[src/rtl/serial_to_parallel_stream.sv]
// rtl/serial_to_parallel_stream.sv - packs in_width-bit serial beats into out_width-bit words
// Valid/ready on both sides; flush emits a partial word with its beat count.
module serial_to_parallel_stream #(
    parameter int in_width  = 1,
    parameter int out_width = 8,
    parameter bit msb_first = 1'b0,
    localparam int beats    = out_width / in_width,
    localparam int cw       = $clog2(beats + 1)
) (
    input  logic                 clk,
    input  logic                 rst,
    input  logic                 serial_valid,
    output logic                 serial_ready,
    input  logic [in_width-1:0]  serial_data,
    input  logic                 flush,
    output logic                 parallel_valid,
    input  logic                 parallel_ready,
    output logic [out_width-1:0] parallel_data,
    output logic [cw-1:0]        parallel_count
);

    localparam logic [cw-1:0] beats_c = cw'(beats);

    if ((out_width % in_width) != 0 || beats < 2) begin : g_param_check
        $error("serial_to_parallel_stream: out_width must be a multiple (>=2) of in_width");
    end

    logic [out_width-1:0] acc;
    logic [cw-1:0]        acc_count;
    logic                 flush_pending;

    logic                 out_free;
    logic                 full;
    logic                 accept;
    logic                 complete;
    logic                 emit_req;
    logic [cw-1:0]        k;
    logic [cw-1:0]        lane;
    logic [out_width-1:0] beat_word;
    logic [out_width-1:0] nacc;
    logic [cw-1:0]        ncount;

    // A full acc unloads when the output frees up, so a new beat can start the next word in that same cycle.
    always_comb begin
        out_free     = !parallel_valid || parallel_ready;
        full         = (acc_count == beats_c);
        serial_ready = !flush_pending && (!full || out_free);
        accept       = serial_valid && serial_ready;
        k            = full ? '0 : acc_count;
        lane         = msb_first ? (beats_c - cw'(1) - k) : k;
        beat_word    = '0;
        for (int j = 0; j < beats; j++) begin
            if (lane == cw'(j)) begin
                beat_word[j*in_width +: in_width] = serial_data;
            end
        end
        nacc     = (full ? '0 : acc) | (accept ? beat_word : '0);
        ncount   = (full ? '0 : acc_count) + cw'(accept);
        complete = !full && accept && (ncount == beats_c);
        emit_req = complete || ((flush || flush_pending) && (ncount != '0));
    end

    always_ff @(posedge clk or posedge rst) begin
        if (rst) begin
            acc            <= '0;
            acc_count      <= '0;
            flush_pending  <= 1'b0;
            parallel_valid <= 1'b0;
            parallel_data  <= '0;
            parallel_count <= '0;
        end else begin
            // Output clears when it drains; a new word loaded below overrides this.
            if (out_free) begin
                parallel_valid <= 1'b0;
                parallel_data  <= '0;
                parallel_count <= '0;
            end
            if (full) begin
                if (out_free) begin
                    parallel_valid <= 1'b1;
                    parallel_data  <= acc;
                    parallel_count <= beats_c;
                    acc            <= nacc;
                    acc_count      <= ncount;
                    flush_pending  <= flush && accept;
                end
            end else if (emit_req && out_free) begin
                parallel_valid <= 1'b1;
                parallel_data  <= nacc;
                parallel_count <= ncount;
                acc            <= '0;
                acc_count      <= '0;
                flush_pending  <= 1'b0;
            end else begin
                acc           <= nacc;
                acc_count     <= ncount;
                flush_pending <= emit_req && !complete;
            end
        end
    end

endmodule
[config.mk]
export PLATFORM = sky130hd
export DESIGN_NAME = serial_to_parallel_stream
export DESIGN_NICKNAME = d
export VERILOG_FILES = /design/src/rtl/serial_to_parallel_stream.sv
export SDC_FILE = /design/constraint.sdc
export NUM_CORES = 1
export LEC_CHECK = 0
export ABC_AREA = 1
export BUFFER_PORTS_ARGS = -buffer_cell sky130_fd_sc_hd__buf_2
export CAP_MARGIN = 20
export CORE_MARGIN = 2
export CORE_UTILIZATION = 56
export DETAILED_ROUTE_END_ITERATION = 10
export GPL_TIMING_DRIVEN = 0
export PLACE_DENSITY = 0.83
export SLEW_MARGIN = 20
export SYNTH_ARGS = -nofsm -noshare
export SYNTH_HDL_FRONTEND = slang
export SYNTH_SLANG_ARGS = --single-unit
[constraint.sdc]
create_clock -name clk -period 2.7 [get_ports clk]
set_clock_uncertainty 0.1 [all_clocks]
set_input_delay 0.405 -clock clk [delete_from_list [all_inputs] [get_ports clk]]
set_output_delay 0.405 -clock clk [all_outputs]
set_load 0.1 [all_outputs]
==> summary.txt, run 1 <==
Cells and area
  – Commonest non-fill, non-tap cell in the layout: nand2_1
  – Final #Nets: 217
  – P&R area growth vs syn: 20.88%
  – Most frequent cells in the layout: nand2_1, nand3_1, dfrtp_1
  – Antenna cells: 0
  – Util after Layout: 0.7058
  – Share of layout cells above drive strength 1: 0.2885
  – Fin area: 0.001717 mm2

Placement
  – Global placer's final weighted congestion: 0.9494
  – Placed inst area: around 0.0016 mm2
  – Detailed Place HPWL: between 2000 and 2500 um
  – IO buf count: 18

Worst setup path
  – Critical path class: flip-flop to flip-flop
  – Worst Reg-to-Reg Cells: 16
  – Worst Path Max Fanout: 8
  – Critical Path RT: 2.83 ns
  – Crit end category: flip-flop
  – Arrival time worst endpoint: about 2.7 ns
  – Setup crit start kind: flip-flop

Clock tree
  – CTS Buf Count: 3
  – Max clock buf depth: 2
  – CTS tree: built
  – Clk slew on worst S/H paths: 0.15 ns
  – H-tree levels: 1
  – CTS root buf: clkbuf_4
  – Skew-Pair Late Insertion Delay: 0.32 ns
  – CTS sink count: 26

Floorplan
  – Starting Density: 0.5838
  – Core Region: roughly 0.0024 mm2
  – Die width: 54.36 um
  – DIE AREA: 0.002954 mm2
  – Io pins: 20
  – Rows: 18
  – Chip Height: roughly 54 um

Pwr
  – Sw power: 1.121 mW
  – Net Sw Frac: 0.5416
  – Internal power: between 0.9 and 1 mW
  – VDD IR max: 0.0009615 V
  – Clock power share: 0.097
  – Reg power frac: 0.283
  – Total design power: approximately 2.1 mW
  – Pwr/cell area: 1206 mW/mm2
  – Leakage power: approximately 0.9 nW
  – Combinational Power Share: 0.620

STA
  – Setup repair after global routing missed its margin: false
  – Final Hold Vio Count: 0
  – Fin crit period: 2.548 ns
  – Period utilization: 0.9438
  – Setup_tns: 0 ns
  – Fmax: 0.3924 GHz
  – Final setup vio count: 0
  – Pins Over Slew Limit: 0
  – Slew headroom: 0.3588
  – Worst slew pin tran: 0.9607 ns

Logic synthesis
  – Net Count, Synth: approximately 180
  – Top-area cell type share of the netlist area: 0.4581
  – Seq/Total Area, Yosys: 0.4581
  – Post-synth cell types: 22
  – Synth warn: 0
  – Syn_area_per_cell: between 8 and 9 um2
  – Synth area leaders: dfrtp_1, nand2_1, nand3_1
  – Mapped Area: 0.001420 mm2
  – Yosys reg bits: 26
  – Gate Count Post-Synth: roughly 180
  – Post-synth top area cell: dfrtp_1

Global route
  – Antenna violations before repair: 0
  – Largest net degree at the start of global routing: 27
  – First-pass GRT wire length: 5181 um
  – GRT Util Overall: 0.2467
  – Vias in the first global route: 1232
  – Grt total ovfl: 0

Drt
  – WL/cell: 14.13 um
  – Vias per inst: 5.597
  – Total Routed Length: 3362 um
  – Drt first pass iters: 7
  – Drt initial violations: 43
  – Routed vias: 1332
  – Residual DRC count: 0
  – Final ANT Viol Nets: 0

Job
  – Max cap viols: 0

Hold path
  – Worst hold path class: input pin to asynchronous set/reset pin

Run status
  – Status: finished clean
power groups by stage:
stage | clock (mW) | sequential, mW | combinational, mW
floorplan | 0 | 0.962 | 0.538
global placement | 0 | 0.594 | 1.07
detailed placement | 0 | 0.603 | 1.10
CTS | 0.201 | 0.578 | 1.18
global route | 0.216 | 0.597 | 1.38
finish | 0.201 | 0.585 | 1.28
synthesized netlist by cell type, drive strengths merged:
master / n
buf: 1
clkbuf: 4
dfrtp: 26
ha: 2
inv: 20
nand2: 53
nand3: 32
nand3b: 1
nand4: 5
nor2: 15
o21ai: 11
o22ai: 4
or2: 1
xnor2: 1
metal layers:
metal / up-vias / global-route usage / share of wire
li1: 638 / - / -
met1: 635 / 0.3030 / 0.42
met2: 51 / 0.4357 / 0.52
met3: 8 / 0.02732 / 0.046
met4: 0 / 0.1042 / 0.020
met5: - / 0 / 0
layout make-up:
class / instances / area (um2)
buffer: 5 / 30.03
timing repair buffer: 28 / 182.7
sequential: 26 / 656.9
clock buffer: 4 / 36.28
tap: 30 / 37.54
multi-input combinational: 125 / 698.2
fill: 191 / 715.7
inverter: 20 / 75.07
critical path, cell delays in order, from the launching register on:
cell	delay (ns)
dfrtp_4	0.50
inv_2	0.07
nor2_4	0.05
nand3_4	0.12
nand2_2	0.09
nor2_4	0.16
ha_4	0.16
ha_2	0.27
nor2_1	0.10
nand2_1	0.09
nor2_2	0.14
nand3_2	0.13
nand2_4	0.13
buf_8	0.12
nand2_4	0.08
nand3_1	0.10
nand2_1	0.05
metrics by stage:
| step | hold slack [ns] | setup WS (ns) | instances |
|---|---|---|---|
| after detailed placement | 0.3645 | -0.1587 | 224 |
| after floorplan | 0.3450 | 0.006207 | 176 |
| after global routing | 0.2521 | 0.01748 | 238 |
| final | 0.1758 | 0.1518 | 238 |
| after CTS | 0.2188 | 0.03738 | 234 |
| after global placement | 0.3638 | -0.04588 | 224 |
repair_timing:
item	in CTS	in global routing
setup endpoints to repair	23	17
hold endpoints to repair	0	0
cloned	0	1
hold buffers	0	0
gates resized for setup	3	7
pin swaps	4	5
buffers inserted	6	3
worst paths after layout:
| check | start | end | slack [ns] |
|---|---|---|---|
| max in group asynchronous | rst | parallel_valid | 1.64 |
| max | parallel_valid | acc[0] | 0.15 |
| min reg2reg | parallel_count[1] | parallel_count[1] | 0.39 |
| max reg2reg | parallel_valid | acc[0] | 0.15 |
| min in group clk | flush | flush_pending | 0.24 |
| min | rst | acc[7] | 0.18 |
logic make-up after synthesis:
family,Yosys count,share of synthesized area
and+or+nand+nor,107,0.3771
xor gates and xnor gates,1,0.01146
buffers and inverters,25,0.07136
adders and majority gates,2,0.01762
AOI/OAI and AO/OA,15,0.06432
DFF,26,0.4581
Note: power is estimated with default switching activity, not from simulation.
==> run 2, diff against run 1 <==
--- a/config.mk
+++ b/config.mk
@@ -12,7 +12,7 @@
 export CORE_UTILIZATION = 56
 export DETAILED_ROUTE_END_ITERATION = 10
 export GPL_TIMING_DRIVEN = 0
-export PLACE_DENSITY = 0.83
+export PLACE_DENSITY = 0.76
 export SLEW_MARGIN = 20
 export SYNTH_ARGS = -nofsm -noshare
 export SYNTH_HDL_FRONTEND = slang
==> summary.txt, run 2 (same netlist as run 1, synthesis figures left out) <==
Global route
  – Met1 usage: 0.3257 (+0.02273)
  – Busiest grt layer: met2
  – Largest net degree at the start of global routing: 27 (unchanged)
  – M3 GR Usage: 0.03005 (+0.002732)
  – Vias in the first global route: 1144 (-7.1%)
  – GR Layer Usage met2: 0.3996 (-0.03614)
  – First-pass GRT wire length: 5154 um (-0.52%)
  – GRT Util Overall: 0.2424 (-0.004221)
  – Grt total ovfl: 0 (unchanged)
  – Antenna violations before repair: 0 (unchanged)

Pwr
  – Pwr/cell area: 1176 mW/mm2 (-2.4%)
  – Total design power: 1.984 mW (-4.2%)
  – Leakage power: 0.8663 nW (-1.6%)
  – VDD IR max: 0.0008437 V (-12%)

Cells and area
  – Share of layout cells above drive strength 1: 0.2885 (unchanged)
  – P&R area growth vs syn: 18.77%
  – Antenna cells: 0 (unchanged)
  – Commonest non-fill, non-tap cell in the layout: nand2_1
  – Most frequent cells in the layout: nand2_1, nand3_1, dfrtp_1
  – Filler cells: 198 (+3.7%)
  – Final #Nets: 217 (unchanged)

Placement
  – Detailed Place HPWL: 2262 um (-1.1%)
  – Place WS: -0.08771 ns (+0.07100 ns)
  – IO buf count: 18 (unchanged)
  – Global placer's final weighted congestion: 0.8879 (-6.5%)

Drt
  – Drt first pass iters: 9 (+2)
  – Residual DRC count: 1 (+1)
  – Final ANT Viol Nets: 0 (unchanged)
  – Routed vias: 1308 (-1.8%)
  – Total Routed Length: 3219 um (-4.3%)
  – Drt initial violations: 56 (+30%)
  – WL/cell: 13.53 um (-4.3%)
  – Vias per inst: 5.496 (-1.8%)

Worst setup path
  – Crit end category: flip-flop
  – Worst Path Max Fanout: 10 (+2)
  – Setup crit start kind: flip-flop
  – Arrival time worst endpoint: 2.70 ns (+0.02 ns)
  – Critical path class: flip-flop to flip-flop
  – Reg2reg setup slack: 0.12 ns (-0.04 ns)
  – Critical Path RT: 2.82 ns (about the same)

Clock tree
  – CTS Buf Count: 3 (unchanged)
  – H-tree levels: 1 (unchanged)
  – CTS tree: built
  – CTS sink count: 26 (unchanged)
  – CTS root buf: clkbuf_4
  – Clk slew on worst S/H paths: 0.15 ns (about the same)
  – Hold Buf Count CTS: 0 (unchanged)
  – Max clock buf depth: 2 (unchanged)
  – Skew-Pair Late Insertion Delay: 0.33 ns (about the same)

Job
  – Max cap viols: 0 (unchanged)

STA
  – Slack of the critical path: 0.1159 ns (-0.03590 ns)
  – Worst slew pin tran: 0.9182 ns (-0.04255 ns)
  – Pins Over Slew Limit: 0 (unchanged)
  – Final Hold Vio Count: 0 (unchanged)
  – Fin crit period: 2.584 ns (+0.03590 ns)
  – Fmax: 0.3870 GHz (-1.4%)
  – Slew headroom: 0.3841 (+0.02529)
  – Final setup vio count: 0 (unchanged)
  – Period utilization: 0.9571 (+0.01330)
  – Hold Slack: 0.03693 ns (-0.1389 ns)

Floorplan
  – Chip Height: 54.36 um (unchanged)
  – Io pins: 20 (unchanged)
  – Starting Density: 0.5838 (unchanged)
  – Core Region: 0.002432 mm2 (unchanged)
  – Die width: 54.36 um (unchanged)
  – Rows: 18 (unchanged)
  – DIE AREA: 0.002954 mm2 (unchanged)

Run status
  – Failing checks: DRC
  – Status: finished with violations

Hold path
  – Worst hold path class: input pin to asynchronous set/reset pin
## run 2: metal layers
metal  share of wire  vias to the layer above  wire (um)
met4          0.0096                        0         31
met3           0.049                        4        157
met1            0.44                      622       1431
met5               0                        -          0
li1                -                      640          -
met2            0.50                       42       1599
## run 2: layout make-up
type                    instances  area, um2  share of cell area
well taps                      30      37.54             0.02226
plain buffers                   5      26.28             0.01558
flip-flops and latches         26      658.1              0.3902
multi-input cells             125      688.2              0.4080
inverters                      20      75.07             0.04451
clock buffers                   4      36.28             0.02151
repair buffers                 28      165.2             0.09792
## run 2: what timing repair did
action	in CTS	in global routing
setup buffers	4	6
pin swaps	3	5
endpoints found under the setup margin	8	24
gates resized for setup	2	6
## run 2: power breakdown
group | switching [mW] | internal, mW
clock network | 0.120 | 0.0826
registers | 0.0829 | 0.505
logic | 0.892 | 0.301
total | 1.10 | 0.889
## run 2: final timing paths
check                             startpoint                end  cells after the start
min reg2reg                parallel_count[0]  parallel_count[0]                      2
max in group asynchronous                rst     parallel_valid                      2
max reg2reg                   parallel_valid       acc_count[2]                     16
max                           parallel_valid       acc_count[2]                     16
min                                      rst             acc[6]                      2
min in group clk                       flush      flush_pending                      3
## run 2: per-stage QoR
step,utilization,setup TNS (ns),cells,area [um2]
2_1_floorplan,-,0,176,1429
3_3_place_gp,0.6399,-0.2099,224,1556
3_5_place_dp,0.6399,-0.8228,224,1556
4_1_cts,0.6682,0,232,1625
5_1_grt,0.6934,-0.1121,238,1687
6_report,0.6934,0,238,1687
## run 2: critical path: stages (launching register included)
cell and delay (ns):
dfrtp_4 0.50, inv_1 0.09, nor2_4 0.05, nand3_4 0.12
nand2_4 0.07, nor2_4 0.11, ha_2 0.22, ha_2 0.28
nor2_1 0.13, nand2_1 0.10, nor2_2 0.12, nand3_2 0.11
nand2_2 0.09, buf_6 0.15, nand2_4 0.09, nand2_2 0.11
nor2_1 0.04
